**src/rtl/seq_stage_ctrl_pkg.sv**
```systemverilog
`default_nettype none
// ============================================================================
// Package     : seq_pkg
// Description : Shared types and constants for the Y86-64 sequential
//               controller: state encoding, instruction codes, status codes.
// Revision    : 1.0 - initial release
// ============================================================================
package seq_pkg;

  // Sequencer states; 3 bits cover all eight states exactly.
  typedef enum logic [2:0] {
    S_IDLE   = 3'd0,
    S_FETCH  = 3'd1,
    S_DECODE = 3'd2,
    S_EXEC   = 3'd3,
    S_MEM    = 3'd4,
    S_WB     = 3'd5,
    S_PCUPD  = 3'd6,
    S_HALT   = 3'd7
  } state_t;

  // Y86-64 instruction codes
  localparam logic [3:0] I_HALT  = 4'h0;
  localparam logic [3:0] I_NOP   = 4'h1;
  localparam logic [3:0] I_CMOV  = 4'h2;
  localparam logic [3:0] I_IRMOV = 4'h3;
  localparam logic [3:0] I_RMMOV = 4'h4;
  localparam logic [3:0] I_MRMOV = 4'h5;
  localparam logic [3:0] I_OPQ   = 4'h6;
  localparam logic [3:0] I_JXX   = 4'h7;
  localparam logic [3:0] I_CALL  = 4'h8;
  localparam logic [3:0] I_RET   = 4'h9;
  localparam logic [3:0] I_PUSH  = 4'hA;
  localparam logic [3:0] I_POP   = 4'hB;

  // Processor status codes
  localparam logic [1:0] STAT_AOK = 2'b00;
  localparam logic [1:0] STAT_HLT = 2'b01;
  localparam logic [1:0] STAT_ADR = 2'b10;
  localparam logic [1:0] STAT_INS = 2'b11;

  // Instructions that touch data memory and therefore need a MEM phase.
  function automatic logic is_mem_icode(input logic [3:0] icode);
    return (icode == I_RMMOV) || (icode == I_MRMOV) || (icode == I_CALL) ||
           (icode == I_RET)   || (icode == I_PUSH)  || (icode == I_POP);
  endfunction

endpackage
`default_nettype wire

```
**src/rtl/seq_stage_ctrl_pc_sel.sv**
```systemverilog
`default_nettype none
// ============================================================================
// Module      : seq_pc_sel
// Description : Next-PC selection for Y86-64: call target, taken jump
//               target, return address or sequential PC.
// Revision    : 1.0 - initial release
// ============================================================================
module seq_pc_sel
  import seq_pkg::*;
(
  input  logic [3:0]  icode,
  input  logic        cnd,
  input  logic [63:0] valC,
  input  logic [63:0] valP,
  input  logic [63:0] valM,
  output logic [63:0] next_pc
);

  // Priority mux: call/taken-jump use the constant, ret uses the popped
  // address, everything else falls through to the sequential PC.
  always_comb begin
    next_pc = valP;
    if ((icode == I_CALL) || ((icode == I_JXX) && cnd)) begin
      next_pc = valC;
    end else if (icode == I_RET) begin
      next_pc = valM;
    end
  end

endmodule
`default_nettype wire

```
**src/rtl/seq_stage_ctrl.sv**
```systemverilog
`default_nettype none
// ============================================================================
// Module      : seq_stage_ctrl
// Description : Multi-cycle sequencer for the Y86-64 SEQ processor. Owns the
//               architectural PC, steps each instruction through
//               F/D/E/M/W/PC-update with one stage strobe per cycle and
//               records the processor status code.
// Options     : SEQ_PERF_CNT_EN - build saturating cycle/instruction
//               counters; when undefined both counter ports read 0.
// Revision    : 1.0 - initial release
// ============================================================================
module seq_stage_ctrl
  import seq_pkg::*;
#(
  parameter logic [63:0] RESET_PC = 64'd0,
  parameter int          CNT_W    = 32
)(
  input  logic             clk,
  input  logic             rst_n,
  input  logic             start,
  input  logic [3:0]       icode,
  input  logic             instr_valid,
  input  logic             imem_error,
  input  logic             cnd,
  input  logic [63:0]      valC,
  input  logic [63:0]      valP,
  input  logic [63:0]      valM,
  input  logic             mem_ack,
  input  logic             dmem_error,
  output logic [63:0]      pc,
  output logic             fetch_en,
  output logic             decode_en,
  output logic             exec_en,
  output logic             wb_en,
  output logic             mem_req,
  output logic [1:0]       stat,
  output logic             halted,
  output logic [CNT_W-1:0] cycle_count,
  output logic [CNT_W-1:0] instr_count
);

  state_t      state;
  logic [63:0] next_pc;

  seq_pc_sel u_pc_sel (
    .icode   (icode),
    .cnd     (cnd),
    .valC    (valC),
    .valP    (valP),
    .valM    (valM),
    .next_pc (next_pc)
  );

  // Strobes are pure decodes of the state register, so they are one-hot by
  // construction and drop immediately when the asynchronous reset fires.
  assign fetch_en  = (state == S_FETCH);
  assign decode_en = (state == S_DECODE);
  assign exec_en   = (state == S_EXEC);
  assign mem_req   = (state == S_MEM);
  assign wb_en     = (state == S_WB);
  assign halted    = (state == S_HALT);

  // Sequencer: state transitions, fault capture into stat, PC update.
  always_ff @(posedge clk or negedge rst_n) begin
    if (!rst_n) begin
      state <= S_IDLE;
      pc    <= RESET_PC;
      stat  <= STAT_AOK;
    end else begin
      case (state)
        S_IDLE: begin
          if (start) state <= S_FETCH;
        end
        S_FETCH: begin
          // Fetch faults are prioritised: address error, then invalid
          // instruction, then the halt instruction itself.
          if (imem_error) begin
            stat  <= STAT_ADR;
            state <= S_HALT;
          end else if (!instr_valid) begin
            stat  <= STAT_INS;
            state <= S_HALT;
          end else if (icode == I_HALT) begin
            stat  <= STAT_HLT;
            state <= S_HALT;
          end else begin
            state <= S_DECODE;
          end
        end
        S_DECODE: state <= S_EXEC;
        S_EXEC: begin
          state <= is_mem_icode(icode) ? S_MEM : S_WB;
        end
        S_MEM: begin
          // Wait for the data memory; an error aborts before write-back so
          // the register file and PC keep the faulting instruction's view.
          if (mem_ack) begin
            if (dmem_error) begin
              stat  <= STAT_ADR;
              state <= S_HALT;
            end else begin
              state <= S_WB;
            end
          end
        end
        S_WB: state <= S_PCUPD;
        S_PCUPD: begin
          pc    <= next_pc;
          state <= S_FETCH;
        end
        S_HALT: state <= S_HALT;
        default: state <= S_IDLE;
      endcase
    end
  end

`ifdef SEQ_PERF_CNT_EN
  logic [CNT_W-1:0] cyc_cnt;
  logic [CNT_W-1:0] ins_cnt;

  // Saturating performance counters: active cycles and retired instructions.
  always_ff @(posedge clk or negedge rst_n) begin
    if (!rst_n) begin
      cyc_cnt <= '0;
      ins_cnt <= '0;
    end else begin
      if ((state != S_IDLE) && (state != S_HALT) && (cyc_cnt != '1)) begin
        cyc_cnt <= cyc_cnt + CNT_W'(1);
      end
      if ((state == S_PCUPD) && (ins_cnt != '1)) begin
        ins_cnt <= ins_cnt + CNT_W'(1);
      end
    end
  end

  assign cycle_count = cyc_cnt;
  assign instr_count = ins_cnt;
`else
  assign cycle_count = '0;
  assign instr_count = '0;
`endif

endmodule
`default_nettype wire

```
**config.mk**
```make
export PLATFORM = sky130hd
export DESIGN_NAME = seq_stage_ctrl
export DESIGN_NICKNAME = d
export VERILOG_FILES = /design/src/rtl/seq_stage_ctrl_pkg.sv /design/src/rtl/seq_stage_ctrl_pc_sel.sv /design/src/rtl/seq_stage_ctrl.sv
export SDC_FILE = /design/constraint.sdc
export NUM_CORES = 1
export LEC_CHECK = 0
export ABC_AREA = 1
export BUFFER_PORTS_ARGS = -buffer_cell sky130_fd_sc_hd__buf_2
export CORE_ASPECT_RATIO = 1.75
export CORE_UTILIZATION = 31
export CTS_BUF_LIST = sky130_fd_sc_hd__clkbuf_8 sky130_fd_sc_hd__clkbuf_16
export DETAILED_ROUTE_END_ITERATION = 16
export GPL_TIMING_DRIVEN = 1
export PLACE_DENSITY_LB_ADDON = 0.05
export SLEW_MARGIN = 10
export SYNTH_ARGS = -nofsm -noshare
export SYNTH_HDL_FRONTEND = slang
export SYNTH_HIERARCHICAL = 1
export SYNTH_SLANG_ARGS = --single-unit
export TNS_END_PERCENT = 10
```
**constraint.sdc**
```tcl
create_clock -name clk -period 2.05 [get_ports clk]
set_input_delay 0.205 -clock clk [delete_from_list [all_inputs] [get_ports clk]]
set_output_delay 0.205 -clock clk [all_outputs]
set_load 0.05 [all_outputs]
```
Word level (Yosys, flattened, before mapping)
Index checks and enable logic that the tools add are counted.

Output and inout bits: 136. Register bits: 69.

Muxes and demuxes: 16. Equality and inequality tests: 18. Reductions and logical operators: 12.

Operator list (number): $mux 64 (2); $pmux 3 s8 (1); $eq 4x4->1 const B (4); $mux 3 (5); $eq 3x3->1 const B (4); $eq 4x3->1 const B (3); $mux 2 (6); $eq 3x2->1 const B (2); $logic_or 1x1->1 (6); $ne 2x2->1 const B (3); $logic_not 4->1 (1); $ne 4x3->1 const B (1); $pmux 2 s2 (1); $reduce_and 4->1 (1); $eq 3x1->1 const B (1); $logic_not 3->1 (1); $reduce_and 2->1 (1); $reduce_bool 2->1 (1); $logic_and 1x1->1 (1); $mux 1 (1).

Depth between registers and ports, before layout
Word-level depth: 8. Depth in mapped cells: 9. Depth with buffers taken out: 8.

Cells and area by module
Netlist, hierarchy kept.

By module, submodules not included: seq_stage_ctrl (cells an instance 264, seq. area each 1726.7 um^2, area an instance 3489.6 um^2, times used 1); seq_pc_sel (cells an instance 436, seq. area each 0.0 um^2, area an instance 2074.5 um^2, times used 1).

Worst setup path before layout
OpenSTA, ideal clock, no wires.

Kind: reg2reg. From: register state[1]. To: register state[0]. Path slack: 0.416 ns. Buffers on the path: 1. Clock period less this slack: 1.634 ns. Cell stages (with the launch flop): 8. Arrival: 1.562 ns. Cell sequence: dfrtp_1 > buf_2 > nand2_1 > nor2_1 > nand3_1 > nand2_1 > nor2_1 > nor2_1.

Elaborated cells between the ends (all ways): 12. Classes of those cells: eq/ne: 9; mux: 1; reduce/logical: 2.

RTL lines: start, declared (RTL line seq_stage_ctrl.sv:42) `state_t state;`; start signal, assigned (RTL line seq_stage_ctrl.sv:92) `state <= is_mem_icode(icode) ? S_MEM : S_WB;`; $eq 3x2->1; via exec_en (RTL line seq_stage_ctrl.sv:33) `output logic exec_en,`; $pmux 3 s8 (RTL line seq_stage_ctrl.sv:70) `case (state)`.

The timed path passes the listed nets, and every way through them passes these cells. A chain may end at the register's enable or synchronous reset.

Final worst setup path
From: register state[1]. To: output port mem_req.

Cells in the longest elaborated chain, start to end: 1.

RTL lines: $eq 3x3->1 (RTL line seq_stage_ctrl.sv:59) `assign mem_req = (state == S_MEM);`; end, declared (RTL line seq_stage_ctrl.sv:35) `output logic mem_req,`.

Every way passes these cells.

==> flow_metrics.tcl <==
set metrics [dict create \
    num_io_pins 340 \
    insertion_delay_ns 0.33 \
    start_util_pct 31.7 \
    clockBufferDepth 2 \
    timing.final.hold_violations 0 \
    synth_cell_type_count 23 \
    min_to "stat[0]" \
    r2r-start "state[1]" \
    die_w_um 103 \
    reg2reg_to "pc[39]" \
    critical_path.top_delay_family "flip-flops" \
    final_cell_mix "349 x nand2_1, 274 x buf_2, 73 x nand3_1, 69 x dfrtp_1, 64 x conb_1" \
    grt_antenna_before_repair 1 \
    yosysSeqAreaShare_pct 31.0 \
    htree_levels 3 \
    drc 0 \
    cts_buffers 9 \
    dr.pass1.iters 4 \
    overflow 0 \
    outcome "finished, final reports clean" \
    reg2reg_depth 3 \
    final_common_cell "nand2_1" \
    hp-start "imem_error" \
    critical_path.startpoint_type "flop" \
    worstHoldPathType "input port to flop" \
    drv_cap 0 \
    hold_depth 3 \
    crit_required_ns 1.85 \
    synth_area_per_cell_um2 7.95 \
    path_max_fanout 9 \
    grt_max_degree 39 \
    p_per_area_nw_per_um2 1510 \
    postCtsSetupBuffers 0 \
    arrival_ns 1.49 \
    fin_crit_ns 1.70 \
    setup_viol 0 \
    ant_nets 0 \
    portBuffers 275 \
    grtUsageTotal_pct 18.3 \
    finalClockSkew_ns 0.00800 \
    die_area_um2 18500 \
    finalCritPeriodShare_pct 82.9 \
    viasPerCell 4.31 \
    synth-edff-count 0 \
    gp_congestion 0.781 \
    clkTransAtPathRegs_ns 0.06 \
    clockRootBuffer "clkbuf_16" \
    finalNetCount 1164 \
    fin_tns_setup_ns 0 \
    fin_area_um2 7010 \
    p_leak_nw 4.28 \
    place_hpwl_mm 13.2 \
    synth_ff_type "dfrtp_1" \
    placed_cell_area_um2 6650 \
    core_um2 17500 \
    slew_headroom_pct 51.0 \
    synth_area_um2 5560 \
    crit_buf_inv 2 \
    ff2ff_setup_slack_ns 0.40 \
    drive_above_1_share_pct 39.5 \
    slew_violations 0 \
    clkSinkCount 69 \
    die_y_um 179 \
    first_iter_violations 162 \
    ys_seq_elements 69 \
    ys_warn_count 6 \
    worstSetupPathType "flop to primary output" \
    grt_pass1_vias 4697 \
    rows 64 \
    postSynthCellCount 700 \
    area_growth_pct 26.0 \
    peakVddDrop_v 0.000847 \
    totalWireLength_mm 17.4 \
    tightest_slew_ns 0.734 \
    cp_cell_sequence "nor2_1 -> nand2_1 -> inv_1 -> buf_2" \
    max_stage_delay_ns 0.50 \
    async_reset_ff_share_pct 100 \
    via_count 5163 \
    grt_first_pass_wirelength_mm 25.2 \
    rsz0062_at_grt "no" \
    max_freq_ghz 0.589 \
    cts_tree "done" \
    critPathSlowestCell "dfrtp_1" \
    wl_per_cell_um 14.5 \
    setup.worst_path.end_class "primary output" \
]
flip-flops by register name, summed over array words and instances, names as in the netlist:
register  cells
pc           64
stat          2
state         3
kinds of logic (layout without fill, tap and decap cells):
family / count (synthesis) / after routing / share of synthesized area [%]
flip-flops: 69 / 69 / 31.0
other: 1 / 65 / 0.0674
multiplexers: 64 / 64 / 17.0
AND/OR/NAND/NOR: 445 / 445 / 32.5
buffers and inverters: 120 / 322 / 19.2
AO/OA/AOI/OAI: 1 / 1 / 0.135
worst max path at each step:
stage | startpoint | endpoint | depth (start not counted)
after floorplan | state[1] | state[0] | 7
after global routing | state[1] | mem_req | 4
after detailed placement | icode[2] | pc[37] | 9
final | state[1] | mem_req | 4
after global placement | icode[2] | pc[37] | 9
after CTS | state[1] | mem_req | 4
routing by layer:
layer	track usage [%]	routed length [um]	vias up	share of wire (%)
met5	0	0	-	0
met4	6.04	338	0	1.9
met3	2.73	1030	19	5.9
met2	34.6	9580	203	55
met1	20.4	6410	2339	37
li1	-	-	2602	-
what timing repair did:
action	in CTS	in global routing
hold endpoints to repair	35	0
resized for setup	0	0
hold buffers	1	0
where the power goes:
group	internal, mW	total, mW	switching (mW)
registers	2.08	2.51	0.436
logic	2.09	6.27	4.18
clock network	1.20	1.83	0.637
per-stage QoR:
| step | setup slack, ns | instances | utilization [%] | hold slack (ns) | total power [mW] |
|---|---|---|---|---|---|
| 2_1_floorplan | 0.416 | 763 | - | -0.0906 | 7.55 |
| 3_3_place_gp | 0.259 | 1179 | 37.9 | 0.215 | 8.86 |
| 3_5_place_dp | 0.243 | 1179 | 37.9 | 0.211 | 8.86 |
| 4_1_cts | 0.331 | 1196 | 40.0 | 0.126 | 10.8 |
| 5_1_grt | 0.274 | 1197 | 40.0 | 0.144 | 11.1 |
| 6_report | 0.351 | 1197 | 40.0 | 0.131 | 10.6 |
cells in the mapped netlist, types with 3 or more instances:
cell	n	area (um2)
buf_2	3	15.0
nor2_1	12	45.0
nor2_2	4	25.0
buf_6	14	158
nand3_1	73	365
nand2_1	349	1310
clkbuf_8	17	234
inv_1	12	45.0
dfrtp_1	69	1730
mux2_4	60	901
mux2_2	4	45.0
buf_4	65	488
buf_12	6	120
inv_2	3	11.3
worst reg2reg max path, delay by kind of cell, from the launching register on:
family / cells / cell delay (ns)
flip-flops: 1 / 0.55
buffers and inverters: 1 / 0.30
AND/OR/NAND/NOR: 1 / 0.35
multiplexers: 1 / 0.34
layout make-up:
type / count / area [um2]
diodes: 1 / 2.50
clock buffers: 9 / 225
clock inverters: 7 / 121
fillers: 1937 / 10500
inverters: 15 / 56.3
multi-input cells: 574 / 3010
flip-flops and latches: 69 / 1730
well taps: 231 / 289
repair buffers: 291 / 1580
Power figures use the tool's default switching activity.
